`src/rtl/vga_pkg.sv`:
```
`default_nettype none
// ============================================================================
// Module  : vga_pkg
// Brief   : Default 640x480@60 timing constants and the line-phase encoding.
// Revision: 1.0
// ============================================================================
package vga_pkg;

  localparam int C_DIV    = 4;
  localparam int C_H_VIS  = 640;
  localparam int C_H_FP   = 16;
  localparam int C_H_SYNC = 96;
  localparam int C_H_BP   = 48;
  localparam int C_V_VIS  = 480;
  localparam int C_V_FP   = 10;
  localparam int C_V_SYNC = 2;
  localparam int C_V_BP   = 33;

  localparam int C_H_TOTAL      = C_H_VIS + C_H_FP + C_H_SYNC + C_H_BP;
  localparam int C_V_TOTAL      = C_V_VIS + C_V_FP + C_V_SYNC + C_V_BP;
  localparam int C_H_SYNC_START = C_H_VIS + C_H_FP;
  localparam int C_H_SYNC_END   = C_H_SYNC_START + C_H_SYNC;
  localparam int C_V_SYNC_START = C_V_VIS + C_V_FP;
  localparam int C_V_SYNC_END   = C_V_SYNC_START + C_V_SYNC;

  typedef enum logic [1:0] {
    PH_VISIBLE = 2'd0,
    PH_FRONT   = 2'd1,
    PH_SYNC    = 2'd2,
    PH_BACK    = 2'd3
  } line_phase_t;

endpackage
`default_nettype wire

```
`src/rtl/vga_timing_ctrl_pix_tick_gen.sv`:
```
`default_nettype none
// ============================================================================
// Module  : pix_tick_gen
// Brief   : Clock divider producing a one-clk pixel enable every DIV clocks.
// Revision: 1.0
// ============================================================================
module pix_tick_gen #(
  parameter int DIV = 4
) (
  input  logic clk,
  input  logic rst_n,
  input  logic en,
  output logic pix_tick
);

  localparam int              CW     = $clog2(DIV);
  localparam logic [CW-1:0]   C_LAST = CW'(DIV - 1);

  logic [CW-1:0] r_div_cnt;

  always_ff @(posedge clk or negedge rst_n) begin
    if (!rst_n) begin
      r_div_cnt <= '0;
    end else if (!en || (r_div_cnt >= C_LAST)) begin
      r_div_cnt <= '0;
    end else begin
      r_div_cnt <= r_div_cnt + CW'(1);
    end
  end

  assign pix_tick = (r_div_cnt == C_LAST);

endmodule
`default_nettype wire

```
`src/rtl/vga_timing_ctrl.sv`:
```
`default_nettype none
// ============================================================================
// Module  : vga_timing_ctrl
// Brief   : VGA raster scan generator with registered, zero-latency syncs.
// Revision: 1.0
// ============================================================================
module vga_timing_ctrl
  import vga_pkg::*;
#(
  parameter int DIV    = C_DIV,
  parameter int H_VIS  = C_H_VIS,
  parameter int H_FP   = C_H_FP,
  parameter int H_SYNC = C_H_SYNC,
  parameter int H_BP   = C_H_BP,
  parameter int V_VIS  = C_V_VIS,
  parameter int V_FP   = C_V_FP,
  parameter int V_SYNC = C_V_SYNC,
  parameter int V_BP   = C_V_BP
) (
  input  logic       clk,
  input  logic       rst_n,
  input  logic       en,
  output logic       pix_tick,
  output logic       hsync,
  output logic       vsync,
  output logic       video_on,
  output logic [9:0] x,
  output logic [9:0] y,
  output logic       frame_start
);

  localparam logic [9:0] C_H_LAST = 10'(H_VIS + H_FP + H_SYNC + H_BP - 1);
  localparam logic [9:0] C_V_LAST = 10'(V_VIS + V_FP + V_SYNC + V_BP - 1);
  localparam logic [9:0] C_H_VISL = 10'(H_VIS);
  localparam logic [9:0] C_V_VISL = 10'(V_VIS);
  localparam logic [9:0] C_HS_BEG = 10'(H_VIS + H_FP);
  localparam logic [9:0] C_HS_END = 10'(H_VIS + H_FP + H_SYNC);
  localparam logic [9:0] C_VS_BEG = 10'(V_VIS + V_FP);
  localparam logic [9:0] C_VS_END = 10'(V_VIS + V_FP + V_SYNC);

  logic        w_tick;
  logic [9:0]  r_h, r_v, w_h_nxt, w_v_nxt;
  line_phase_t r_phase, w_phase_nxt;
  logic        r_hsync, r_vsync, r_video;
  logic        w_hsync_nxt, w_vsync_nxt, w_video_nxt;

  pix_tick_gen #(
    .DIV(DIV)
  ) u_pix_tick_gen (
    .clk     (clk),
    .rst_n   (rst_n),
    .en      (en),
    .pix_tick(w_tick)
  );

  // Out-of-range counts collapse to 0 on the next tick.
  always_comb begin
    w_h_nxt = r_h;
    w_v_nxt = r_v;
    if (!en) begin
      w_h_nxt = '0;
      w_v_nxt = '0;
    end else if (w_tick) begin
      if (r_h >= C_H_LAST) begin
        w_h_nxt = '0;
        w_v_nxt = (r_v >= C_V_LAST) ? 10'd0 : r_v + 10'd1;
      end else begin
        w_h_nxt = r_h + 10'd1;
        w_v_nxt = (r_v > C_V_LAST) ? 10'd0 : r_v;
      end
    end
  end

  always_comb begin
    w_phase_nxt = r_phase;
    if (!en) begin
      w_phase_nxt = PH_VISIBLE;
    end else if (w_tick) begin
      case (r_phase)
        PH_VISIBLE: if (w_h_nxt == C_H_VISL) w_phase_nxt = PH_FRONT;
        PH_FRONT:   if (w_h_nxt == C_HS_BEG) w_phase_nxt = PH_SYNC;
        PH_SYNC:    if (w_h_nxt == C_HS_END) w_phase_nxt = PH_BACK;
        PH_BACK:    if (w_h_nxt == 10'd0)    w_phase_nxt = PH_VISIBLE;
        default:    w_phase_nxt = PH_VISIBLE;
      endcase
    end
  end

  // Sync/blank are decoded from next-state values so they land with x/y.
  always_comb begin
    w_hsync_nxt = r_hsync;
    w_vsync_nxt = r_vsync;
    w_video_nxt = r_video;
    if (!en) begin
      w_hsync_nxt = 1'b1;
      w_vsync_nxt = 1'b1;
      w_video_nxt = 1'b0;
    end else if (w_tick) begin
      w_hsync_nxt = (w_phase_nxt != PH_SYNC);
      w_vsync_nxt = !((w_v_nxt >= C_VS_BEG) && (w_v_nxt < C_VS_END));
      w_video_nxt = (w_h_nxt < C_H_VISL) && (w_v_nxt < C_V_VISL);
    end
  end

  always_ff @(posedge clk or negedge rst_n) begin
    if (!rst_n) begin
      r_h     <= '0;
      r_v     <= '0;
      r_phase <= PH_VISIBLE;
      r_hsync <= 1'b1;
      r_vsync <= 1'b1;
      r_video <= 1'b0;
    end else begin
      r_h     <= w_h_nxt;
      r_v     <= w_v_nxt;
      r_phase <= w_phase_nxt;
      r_hsync <= w_hsync_nxt;
      r_vsync <= w_vsync_nxt;
      r_video <= w_video_nxt;
    end
  end

  assign pix_tick    = w_tick;
  assign hsync       = r_hsync;
  assign vsync       = r_vsync;
  assign video_on    = r_video;
  assign x           = r_h;
  assign y           = r_v;
  assign frame_start = w_tick && (r_h == 10'd0) && (r_v == 10'd0);

endmodule
`default_nettype wire

```
`config.mk`:
```
export PLATFORM = sky130hd
export DESIGN_NAME = vga_timing_ctrl
export DESIGN_NICKNAME = d
export VERILOG_FILES = /design/src/rtl/vga_pkg.sv /design/src/rtl/vga_timing_ctrl_pix_tick_gen.sv /design/src/rtl/vga_timing_ctrl.sv
export SDC_FILE = /design/constraint.sdc
export NUM_CORES = 1
export LEC_CHECK = 0
export CORE_ASPECT_RATIO = 1.4
export CORE_MARGIN = 2
export CORE_UTILIZATION = 51
export DETAILED_ROUTE_END_ITERATION = 10
export PLACE_DENSITY_LB_ADDON = 0.3
export REMOVE_ABC_BUFFERS = 1
export SLEW_MARGIN = 40
export SYNTH_ARGS = -nofsm -noshare
export SYNTH_HDL_FRONTEND = slang
export SYNTH_SLANG_ARGS = --single-unit
```
`constraint.sdc`:
```
create_clock -name clk -period 3 [get_ports clk]
set_input_delay 0.9 -clock clk [delete_from_list [all_inputs] [get_ports clk]]
set_output_delay 0.9 -clock clk [all_outputs]
set_load 0.02 [all_outputs]
```
==> flow_summary.json <==
{
  "status": "finished clean",
  "cts.htree.levels": 1,
  "boundaryPins": 28,
  "period_needed_ns": 2.71,
  "worstSkewPairLatency_ns": 0.29,
  "synth_top_area_share_pct": 32.2,
  "crit_fanout": 10,
  "grt.total_usage_pct": 25.3,
  "fin_skew_ns": 0.0110,
  "min-delay-path-class": "flip-flop to flip-flop",
  "io_buffer_count": 27,
  "pwr_density_cell_nw_per_um2": 285,
  "final_max_slew_viol_count": 0,
  "start_kind": "flip-flop",
  "drtIter0Drc": 82,
  "slew_headroom_pct": 69.7,
  "synthDistinctLibCells": 67,
  "seq_area_frac_synth_pct": 34.9,
  "clkTransAtPathRegs_ns": 0.11,
  "hold_viol": 0,
  "crit_type": "flip-flop to flip-flop",
  "grt_pass1_wl_um": 8760,
  "cts_buffer_depth": 2,
  "synth_area_leaders": "dfrtp_1 32%, nand2_1 4.1%, nor2_1 3.3%, ha_1 3.2%, nor2b_1 2.9%",
  "drc": 0,
  "rsz0062_at_grt": "no",
  "rr_worst_depth": 8,
  "place.gp.congestion": 0.878,
  "synthesis.area_um2": 1940,
  "endpoint": "r_phase[0]",
  "worstReg2RegStart": "x[0]",
  "rr_endpoint": "r_phase[0]",
  "drv_cap": 0,
  "ys.flop_type": "dfrtp_1",
  "drtPass1Iterations": 4,
  "synth_most_common_cell": "dfrtp_1",
  "end_kind": "flip-flop",
  "leakage_uw": 0.000941,
  "grt_max_degree": 28,
  "wire_per_inst_um": 17.0,
  "cts_buffers": 3,
  "crit_chain": "ha_1, and4_4, or4_1, mux2_4, o21ai_2, a31oi_1, a211oi_2, a211oi_1",
  "routed_wl_um": 5030,
  "ys_warn_count": 0,
  "cts-root-buf": "clkbuf_8",
  "tns_ns": 0,
  "netlist_instances": 222,
  "vias_per_cell": 6.36,
  "yosysTopAreaCell": "dfrtp_1",
  "initial_core_util_pct": 53.3,
  "r2r_slack_ns": 0.29,
  "final-instance-count-excl-fill": 295,
  "critPathArrivalTime_ns": 2.87,
  "row_count": 26,
  "synthArstFlopShare_pct": 100,
  "grt_pass1_vias": 1830,
  "slowest_stage": "dfrtp_1",
  "post-dp-hpwl_um": 3760,
  "clock-sinks": 27,
  "antenna_found_initial": 0,
  "cp.required_ns": 3.17,
  "syn_area_per_cell_um2": 8.74,
  "startpoint": "x[0]",
  "drt.antenna.violating_nets": 0,
  "period_share_pct": 90.2,
  "grt_remaining_overflow": 0,
  "cts_tree": "yes",
  "layout.nets": 262,
  "routed-via-count": 1876,
  "antenna_cells": 0,
  "die_h_um": 77.0,
  "fill_cells": 340,
  "die_w_um": 56.1,
  "worst_ir_drop_vdd_mv": 0.317,
  "syn2layout_area_growth_pct": 19.9,
  "core_area_um2": 3640,
  "crit_path_max_incr_delay_ns": 0.52,
  "tightest_slew_ns": 0.451,
  "place_inst": 291,
  "setup_viol_count_final": 0,
  "synth-edff-count": 0,
  "ys_ff_latch": 27,
  "max_freq_mhz": 369,
  "layout-drive-gt1-share_pct": 13.4,
  "dieArea_um2": 4320,
  "synth_commonest_cells": "25 x dfrtp_1, 21 x nand2_1, 17 x nor2_1"
}
[how the worst min path moves through the flow]
stage / cells after the start / slack [ns] / start / endpoint
global route: 1 / 0.49 / u_pix_tick_gen.r_div_cnt[0] / u_pix_tick_gen.r_div_cnt[0]
finish: 1 / 0.45 / u_pix_tick_gen.r_div_cnt[0] / u_pix_tick_gen.r_div_cnt[0]
CTS: 1 / 0.45 / u_pix_tick_gen.r_div_cnt[0] / u_pix_tick_gen.r_div_cnt[0]
global placement: 1 / 0.43 / u_pix_tick_gen.r_div_cnt[0] / u_pix_tick_gen.r_div_cnt[0]
detailed placement: 1 / 0.44 / u_pix_tick_gen.r_div_cnt[0] / u_pix_tick_gen.r_div_cnt[0]
floorplan: 1 / 0.41 / u_pix_tick_gen.r_div_cnt[0] / u_pix_tick_gen.r_div_cnt[0]
[layout make-up]
class                           instances  area, um^2  area share [%]
Clock buffer                            3        41.3            1.77
Inverter                               11        41.3            1.77
Sequential cell                        27         678            29.1
Clock inverter                          1        7.51           0.323
Tap cell                               42        52.6            2.26
Multi-Input combinational cell        174        1160            49.8
Timing Repair Buffer                   37         348            14.9
[cell families after synthesis]
group / after synthesis / synth area share [%]
XOR/XNOR: 6 / 2.71
AO/OA/AOI/OAI: 53 / 20.4
multiplexers: 2 / 1.29
buffers and inverters: 21 / 5.35
flip-flops: 27 / 34.9
AND/OR/NAND/NOR: 108 / 32.0
adder cells (fa/ha/maj): 5 / 3.22
[metal layers]
layer  global-route usage (%)  vias to the layer above  routed length (um)
met5                        0                        -                   0
met4                     8.57                        0                 113
met3                     2.36                        8                 128
met2                     44.9                       40                2630
met1                     31.5                      939                2160
li1                         -                      889                   -
[what timing repair did]
action	in CTS	in global routing
hold buffers	0	0
setup endpoints to repair	0	3
gates resized for setup	0	2
buffers inserted	0	0
[worst max-delay path, delay by kind of cell, from the launching register on]
family | cells | cell delay [ns]
mux | 1 | 0.28
compound gates | 4 | 0.72
simple gates | 2 | 0.75
flops | 1 | 0.52
fa+ha+maj | 1 | 0.33
[cell usage in the layout (no fill, tap or decap), types with 5 or more instances in the layout]
master and instances:
a21oi_1 8, and2_1 5, buf_4 10, clkdlybuf4s50_1 26, dfrtp_1 25, ha_1 5, inv_1 11, nand2_1 21
nand3_1 8, nand4_1 7, nor2_1 17, nor2b_1 9, nor3_1 7, nor4_1 5, o21ai_0 8
[metrics by stage]
step | hold WS [ns] | util (%) | total power (uW) | area [um^2] | setup WS, ns
after global routing | 0.493 | 63.9 | 690 | 2330 | 0.0108
final | 0.447 | 63.9 | 662 | 2330 | 0.293
after detailed placement | 0.437 | 62.5 | 448 | 2280 | 0.223
after floorplan | 0.410 | - | 412 | 1880 | 0.252
after global placement | 0.430 | 62.5 | 448 | 2280 | 0.300
after CTS | 0.451 | 63.8 | 663 | 2320 | 0.0345
[power breakdown]
part / total (uW) / switching (uW) / internal (uW) / leakage, uW
Clock: 222 / 127 / 94.7 / 0.0000217
Combinational: 66.4 / 39.4 / 27.0 / 0.000552
Sequential: 374 / 5.09 / 369 / 0.000368
[state kept, by name, indices dropped and copies added, names as in the netlist]
| signal | count |
|---|---|
| video_on | 1 |
| r_phase | 2 |
| y | 10 |
| hsync | 1 |
| u_pix_tick_gen.r_div_cnt | 2 |
| vsync | 1 |
| x | 10 |
Note: power is estimated with default switching activity, not from simulation.
